<file path="config.mk">
export PLATFORM = sky130hd
export DESIGN_NAME = bp_update_sched
export DESIGN_NICKNAME = d
export VERILOG_FILES = /design/src/rtl/bp_update_sched.sv
export SDC_FILE = /design/constraint.sdc
export NUM_CORES = 1
export LEC_CHECK = 0
export ABC_AREA = 0
export BUFFER_PORTS_ARGS = -buffer_cell sky130_fd_sc_hd__buf_2
export CORE_ASPECT_RATIO = 1.25
export CORE_UTILIZATION = 50
export CTS_CLUSTER_DIAMETER = 150
export DETAILED_ROUTE_END_ITERATION = 7
export PLACE_DENSITY = 0.75
export SLEW_MARGIN = 20
export SYNTH_ARGS = -nofsm -noshare
export SYNTH_HDL_FRONTEND = slang
export SYNTH_SLANG_ARGS = --single-unit
</file>
<file path="constraint.sdc">
create_clock -name clk -period 2.7 [get_ports clk]
set_input_delay 0 -clock clk [delete_from_list [all_inputs] [get_ports clk]]
set_output_delay 0 -clock clk [all_outputs]
set_load 0.005 [all_outputs]
</file>
<file path="src/rtl/bp_update_sched.sv">
// Post-commit branch predictor update scheduler: queues retired-branch updates and
// read-modify-writes the local and gshare 2-bit counters, then strobes the chooser.
// Optional macro BP_UPD_STATS_EN adds stat_updates / stat_mispredicts counters.
module bp_update_sched #(
    parameter int QUEUE_DEPTH = 4,
    parameter int PHT_IDX_W   = 10,
    parameter int GHR_W       = 10
) (
    input  logic                 clk,
    input  logic                 rst,
    input  logic                 upd_valid,
    output logic                 upd_ready,
    input  logic [31:0]          upd_pc,
    input  logic [GHR_W-1:0]     upd_ghr,
    input  logic                 upd_taken,
    input  logic                 upd_mispredict,
    input  logic                 upd_pred_used,
    input  logic                 fe_lookup,
    output logic                 pht_en,
    output logic                 pht_we,
    output logic [PHT_IDX_W-1:0] pht_local_addr,
    output logic [PHT_IDX_W-1:0] pht_gshare_addr,
    output logic [1:0]           pht_local_wdata,
    output logic [1:0]           pht_gshare_wdata,
    input  logic [1:0]           pht_local_rdata,
    input  logic [1:0]           pht_gshare_rdata,
    output logic                 chooser_we,
    output logic                 chooser_mispredict,
    output logic                 chooser_pred_used,
    output logic                 busy
`ifdef BP_UPD_STATS_EN
    ,
    output logic [31:0]          stat_updates,
    output logic [31:0]          stat_mispredicts
`endif
);

    localparam int PTR_W = $clog2(QUEUE_DEPTH);
    localparam int CNT_W = PTR_W + 1;

    typedef struct packed {
        logic [PHT_IDX_W-1:0] pc_idx;
        logic [GHR_W-1:0]     ghr;
        logic                 taken;
        logic                 mispredict;
        logic                 pred_used;
    } entry_t;

    typedef enum logic [1:0] {
        IDLE = 2'd0,
        RD   = 2'd1,
        WAIT = 2'd2,
        WR   = 2'd3
    } state_t;

    entry_t               fifo_mem [QUEUE_DEPTH];
    entry_t               entry_in;
    entry_t               head;
    logic [PTR_W-1:0]     wr_ptr_reg;
    logic [PTR_W-1:0]     rd_ptr_reg;
    logic [CNT_W-1:0]     count_reg;
    logic [CNT_W-1:0]     count_next;
    logic                 upd_ready_reg;
    logic                 push;
    logic                 pop;

    state_t               state_reg;
    state_t               state_next;
    logic [PHT_IDX_W-1:0] local_idx_reg;
    logic [PHT_IDX_W-1:0] gshare_idx_reg;
    logic                 taken_reg;
    logic                 mispredict_reg;
    logic                 pred_used_reg;
    logic [1:0]           local_wdata_reg;
    logic [1:0]           gshare_wdata_reg;

    // Only the word-index bits of the PC select a counter.
    logic                 unused_pc_bits;
    assign unused_pc_bits = ^{upd_pc[31:PHT_IDX_W+2], upd_pc[1:0]};

    function automatic logic [1:0] next_ctr(input logic [1:0] c, input logic t);
        if (t)
            return (c == 2'd3) ? 2'd3 : c + 2'd1;
        else
            return (c == 2'd0) ? 2'd0 : c - 2'd1;
    endfunction

    assign entry_in = '{pc_idx:     upd_pc[PHT_IDX_W+1:2],
                        ghr:        upd_ghr,
                        taken:      upd_taken,
                        mispredict: upd_mispredict,
                        pred_used:  upd_pred_used};
    assign head       = fifo_mem[rd_ptr_reg];
    // upd_ready is registered, so a full FIFO refuses entries even if a pop coincides.
    assign push       = upd_valid & upd_ready_reg;
    assign pop        = (state_reg == IDLE) && (count_reg != '0);
    assign count_next = count_reg + CNT_W'(push) - CNT_W'(pop);

    always_ff @(posedge clk) begin
        if (push)
            fifo_mem[wr_ptr_reg] <= entry_in;
    end

    always_ff @(posedge clk) begin
        if (rst) begin
            wr_ptr_reg    <= '0;
            rd_ptr_reg    <= '0;
            count_reg     <= '0;
            upd_ready_reg <= 1'b1;
        end else begin
            if (push)
                wr_ptr_reg <= wr_ptr_reg + PTR_W'(1);
            if (pop)
                rd_ptr_reg <= rd_ptr_reg + PTR_W'(1);
            count_reg     <= count_next;
            upd_ready_reg <= (count_next != CNT_W'(QUEUE_DEPTH));
        end
    end

    always_ff @(posedge clk) begin
        if (rst) begin
            state_reg        <= IDLE;
            local_idx_reg    <= '0;
            gshare_idx_reg   <= '0;
            taken_reg        <= 1'b0;
            mispredict_reg   <= 1'b0;
            pred_used_reg    <= 1'b0;
            local_wdata_reg  <= 2'd0;
            gshare_wdata_reg <= 2'd0;
        end else begin
            state_reg <= state_next;
            if (pop) begin
                local_idx_reg  <= head.pc_idx;
                gshare_idx_reg <= head.pc_idx ^ PHT_IDX_W'(head.ghr);
                taken_reg      <= head.taken;
                mispredict_reg <= head.mispredict;
                pred_used_reg  <= head.pred_used;
            end
            if (state_reg == WAIT) begin
                local_wdata_reg  <= next_ctr(pht_local_rdata, taken_reg);
                gshare_wdata_reg <= next_ctr(pht_gshare_rdata, taken_reg);
            end
        end
    end

    // Front-end lookup owns the PHTs whenever fe_lookup is high; we simply retry.
    always_comb begin
        state_next         = state_reg;
        pht_en             = 1'b0;
        pht_we             = 1'b0;
        pht_local_addr     = '0;
        pht_gshare_addr    = '0;
        pht_local_wdata    = 2'd0;
        pht_gshare_wdata   = 2'd0;
        chooser_we         = 1'b0;
        chooser_mispredict = 1'b0;
        chooser_pred_used  = 1'b0;
        case (state_reg)
            IDLE: begin
                if (count_reg != '0)
                    state_next = RD;
            end
            RD: begin
                if (!fe_lookup) begin
                    pht_en          = 1'b1;
                    pht_local_addr  = local_idx_reg;
                    pht_gshare_addr = gshare_idx_reg;
                    state_next      = WAIT;
                end
            end
            WAIT: begin
                state_next = WR;
            end
            WR: begin
                pht_local_addr   = local_idx_reg;
                pht_gshare_addr  = gshare_idx_reg;
                pht_local_wdata  = local_wdata_reg;
                pht_gshare_wdata = gshare_wdata_reg;
                if (!fe_lookup) begin
                    pht_en             = 1'b1;
                    pht_we             = 1'b1;
                    chooser_we         = 1'b1;
                    chooser_mispredict = mispredict_reg;
                    chooser_pred_used  = pred_used_reg;
                    state_next         = IDLE;
                end
            end
            default: state_next = IDLE;
        endcase
    end

    assign upd_ready = upd_ready_reg;
    assign busy      = (count_reg != '0) | (state_reg != IDLE);

`ifdef BP_UPD_STATS_EN
    logic [31:0] stat_updates_reg;
    logic [31:0] stat_mispredicts_reg;

    always_ff @(posedge clk) begin
        if (rst) begin
            stat_updates_reg     <= '0;
            stat_mispredicts_reg <= '0;
        end else if (chooser_we) begin
            stat_updates_reg <= stat_updates_reg + 32'd1;
            if (chooser_mispredict)
                stat_mispredicts_reg <= stat_mispredicts_reg + 32'd1;
        end
    end

    assign stat_updates     = stat_updates_reg;
    assign stat_mispredicts = stat_mispredicts_reg;
`endif

endmodule

</file>
# Word level (Yosys, flattened, before mapping)
# Memory sizes are Yosys's and may differ from the RTL's. A register that Yosys moved wholly into a read port is not among the register bits.
# Cells that the tools add are included.
# W data, S select, Z words.
# totals
wordCells	68
input_bits	53
regBits	37
mem_bits_rw	92
output_inout_bits	31
n_memories	1
# op_classes
addsub	8
n_bitwise	3
eq_ne	9
mux	27
n_reduce_logical	8
# mem_list
name	depth	width	read_ports	rd_clocked_by_memory_dff	wr	line_no	source
fifo_mem	4	23	1	1	1	56	entry_t fifo_mem [QUEUE_DEPTH];
# op_table
cell	n
$pmux W10 S2	2
$mux W2	13
$mux W10	2
$xor A10 B10 Y10	1
$mux W1	9
$add A2 B1 Y2 const B	4
$eq A2 B2 Y1 const B	4
$pmux W2 S4	1
$logic_not A2 Y1	3
$ne A2 B2 Y1 const B	2
$sub A2 B1 Y2 const B	2
$add A3 B1 Y3	1
$ne A3 B3 Y1 const B	1
$reduce_and A3 Y1	1
$reduce_bool A3 Y1	1
$sub A3 B1 Y3	1
$eq A2 B1 Y1 const B	1
$ne A2 B1 Y1 const B	1
$reduce_bool A2 Y1	1
$reduce_or A2 Y1	1
$and A1 B1 Y1	1
$logic_and A1 B1 Y1	1
$or A1 B1 Y1	1

# Longest topological paths before layout
# logic_depth
depth_word	4
ltp_mapped	12
mapped_depth_nobuf	11

# Least setup slack after synthesis
# No wires, ideal clock.
# synth_timing
kind	register -> register
start	reg state_reg[0]
end	reg upd_ready_reg, in the netlist upd_ready
t_arrival_ps	2424
path_stages_with_launch	13
path_slack_ps	159
synth_period_minus_slack_ps	2541
path_buffers	1
required_time_ps	2583
setup_ps	117
path_cell_list	dfxtp_1 > inv_1 > ha_1 > o31ai_4 > inv_2 > clkbuf_1 > ha_1 > inv_1 > ha_1 > fa_1 > xor3_1 > nor2_1 > nand2_1
# synth_between
elab_chain_len	4
# synth_rtl
item	line_no	source
from (decl)	67	state_t state_reg;
from (signal assigned)	131	state_reg <= state_next;
$logic_not A2 Y1	96	assign pop = (state_reg == IDLE) && (count_reg != '0);
$logic_and A1 B1 Y1	96	
via pop	65	logic pop;
$sub A3 B1 Y3	97	assign count_next = count_reg + CNT_W'(push) - CNT_W'(pop);
$ne A3 B3 Y1	116	upd_ready_reg <= (count_next != CNT_W'(QUEUE_DEPTH));
to (signal assigned)	116	
to (decl)	63	logic upd_ready_reg;
# The timed path passes the listed nets, and every way through them passes these cells.
# A chain may end at the register's enable or synchronous reset.

# Worst setup path after layout
# layout_timing
start	reg state_reg[0]
end	reg upd_ready_reg, in the netlist upd_ready
# layout_between
elab_chain_len	4
# layout_rtl
item	line_no
$logic_not A2 Y1	96
$logic_and A1 B1 Y1	96
$sub A3 B1 Y3	97
$ne A3 B3 Y1	116
# Every way passes these cells.

==> impl_metrics.env <==
export IMPL_finalCriticalPeriod_ps=2410
export IMPL_core_mm2=0.0101
export IMPL_wl_per_cell_um=16.4
export IMPL_leakagePower_nw=2.43
export IMPL_post_cts_buffers=0
export IMPL_ys_seq_area_frac=0.678
export IMPL_nets=506
export IMPL_drt_iter0_markers=113
export IMPL_htree_num_levels=4
export IMPL_grt_pass1_wl_um=15100
export IMPL_fin_skew_ps=8.05
export IMPL_drt_total_wl_um=9550
export IMPL_drv_slew=0
export IMPL_grt_max_degree=38
export IMPL_yosys_warnings=0
export IMPL_syn_inst=339
export IMPL_dp_hpwl_um=5750
export IMPL_cts_buffers=17
export IMPL_fp_dieH_um=116
export IMPL_tightest_slew_ps=669
export IMPL_slew_headroom=0.554
export IMPL_syn_cell_area_mm2=0.00523
export IMPL_cts_tree="done"
export IMPL_cts_root_buf="clkbuf_16"
export IMPL_num_rows=41
export IMPL_grt_setup_unrepaired="no"
export IMPL_cts_sinks=131
export IMPL_die_x_um=93.5
export IMPL_track_usage=0.193
export IMPL_status="completed"
export IMPL_critical_path_class="reg2reg"
export IMPL_grt_use_met1=0.225
export IMPL_antenna_left=0
export IMPL_tns_ps=0
export IMPL_busiest_layer="met2"
export IMPL_clockBufferDepth=2
export IMPL_initial_utilization=0.517
export IMPL_largest_reg_flops=92
export IMPL_ctsHoldBuffers=31
export IMPL_cts_resized=0
export IMPL_crit_required_ps=2990
export IMPL_finalHoldViolCount=0
export IMPL_dr_total_vias=3051
export IMPL_overflow=0
export IMPL_antenna_found_initial=0
export IMPL_pre_cts_ws_ps=329
export IMPL_power_density_mw_per_mm2=1030
export IMPL_final_common_cell="edfxtp_1"
export IMPL_cp_arrival_ps=2700
export IMPL_grt_pass1_vias=2988
export IMPL_hp_class="in2reg"
export IMPL_drive_above_1_share=0.267
export IMPL_syn_avg_cell_area_um2=15.4
export IMPL_clkSlewWorstSetupHoldPaths_ps=50
export IMPL_io_pins=84
export IMPL_final_core_util=0.652
export IMPL_use_met3=0.0632
export IMPL_ys_ff_latch=131
export IMPL_cap_violations=0
export IMPL_diodes=0
export IMPL_ir_drop_v=0.000706
export IMPL_ys_types=33
export IMPL_area_delta_synth_final_pct=26.1
export IMPL_io_buffers=61
export IMPL_drt_pass1_iter_count=4
export IMPL_drc_errors=0
export IMPL_fmax_mhz=415
export IMPL_clk_latency_ps=410
export IMPL_layout_common_cells="92 x edfxtp_1, 61 x buf_2, 39 x dfxtp_1"
export IMPL_setup_violations_final=0
export IMPL_nFillCells=718
export IMPL_startpoint_type="flop"
export IMPL_grt_met2_usage=0.329
export IMPL_end_kind="flop"
export IMPL_worst_path_max_fanout=4
export IMPL_via_per_inst=5.23
export IMPL_synth_nets=404
export IMPL_setup_slack_ps=287
export IMPL_dieArea_mm2=0.0109
export IMPL_gp_congestion=0.701
export IMPL_min_period_over_period=0.894
path summary, 6_finish.rpt:
kind | from | to | slack (ps) | cells past startpoint
max | state_reg[0]$_SDFFE_PP0P_ | upd_ready$_SDFF_PP1_ | 290 | 11
min | fe_lookup | state_reg[0]$_SDFFE_PP0P_ | 80 | 3
max reg2reg | state_reg[0]$_SDFFE_PP0P_ | upd_ready$_SDFF_PP1_ | 290 | 11
min reg2reg | local_idx_reg[8]$_SDFFE_PP0P_ | local_idx_reg[8]$_SDFFE_PP0P_ | 450 | 2
power breakdown:
part | internal [mW] | switching (mW)
registers | 2.56 | 0.188
clock network | 1.54 | 0.820
logic | 0.813 | 0.865
total | 4.91 | 1.87
per-layer routing:
metal	wire, um	share of wire
met5	0	0
met4	168	0.018
met3	456	0.048
met2	4880	0.51
met1	4050	0.42
cells in the mapped netlist, drive strengths merged:
cell,number,share of area
clkbuf,9,0.0065
nand3,2,0.0019
buf,9,0.015
or3,1,0.0012
mux4,23,0.10
edfxtp,92,0.53
nor2b,23,0.028
o21ai,4,0.0038
nor2,22,0.016
a311oi,5,0.0084
xnor2,12,0.020
and3,4,0.0048
or4b,1,0.0019
ha,11,0.026
a211oi,10,0.014
and2,6,0.0072
o31ai,1,0.0041
o21bai,2,0.0029
dfxtp,39,0.15
inv,10,0.0072
a21o,1,0.0014
nand2,32,0.023
xor3,1,0.0045
fa,1,0.0038
a21oi,18,0.018
per-stage QoR:
step                      hold slack [ps]  cell area [um^2]  cells  total power, mW
after floorplan                      31.1              5230    339             4.02
after global placement                209              5660    520             4.35
after detailed placement              216              5660    520             4.43
after CTS                            53.1              6590    583             6.85
after global routing                  107              6590    583             7.15
final                                77.7              6590    583             6.79
worst max-delay path, cell delays in order (launching register included):
cell and delay, ps:
dfxtp_1 380, inv_1 100, ha_1 250, o31ai_4 80, inv_2 60, ha_1 270
inv_1 40, ha_1 180, fa_1 370, xor3_1 360, nor2_1 130, nand2_1 80
cells by family after synthesis:
family	Yosys count	share of synthesized area
buf+inv	28	0.0285
simple gates	91	0.0833
mux	23	0.103
xor+xnor	13	0.0247
fa+ha+maj	12	0.0302
flops	131	0.678
compound gates	41	0.0529
area by class of cell:
type,instances,area (um^2),share of cell area
clock buffers,18,429,0.0651
clock inverters,14,188,0.0285
inverters,10,37.5,0.00570
multi-input cells,180,1540,0.233
flip-flops and latches,131,3540,0.538
well taps,129,161,0.0245
repair buffers,101,696,0.106
No activity file was read; power rests on OpenSTA's default activity.
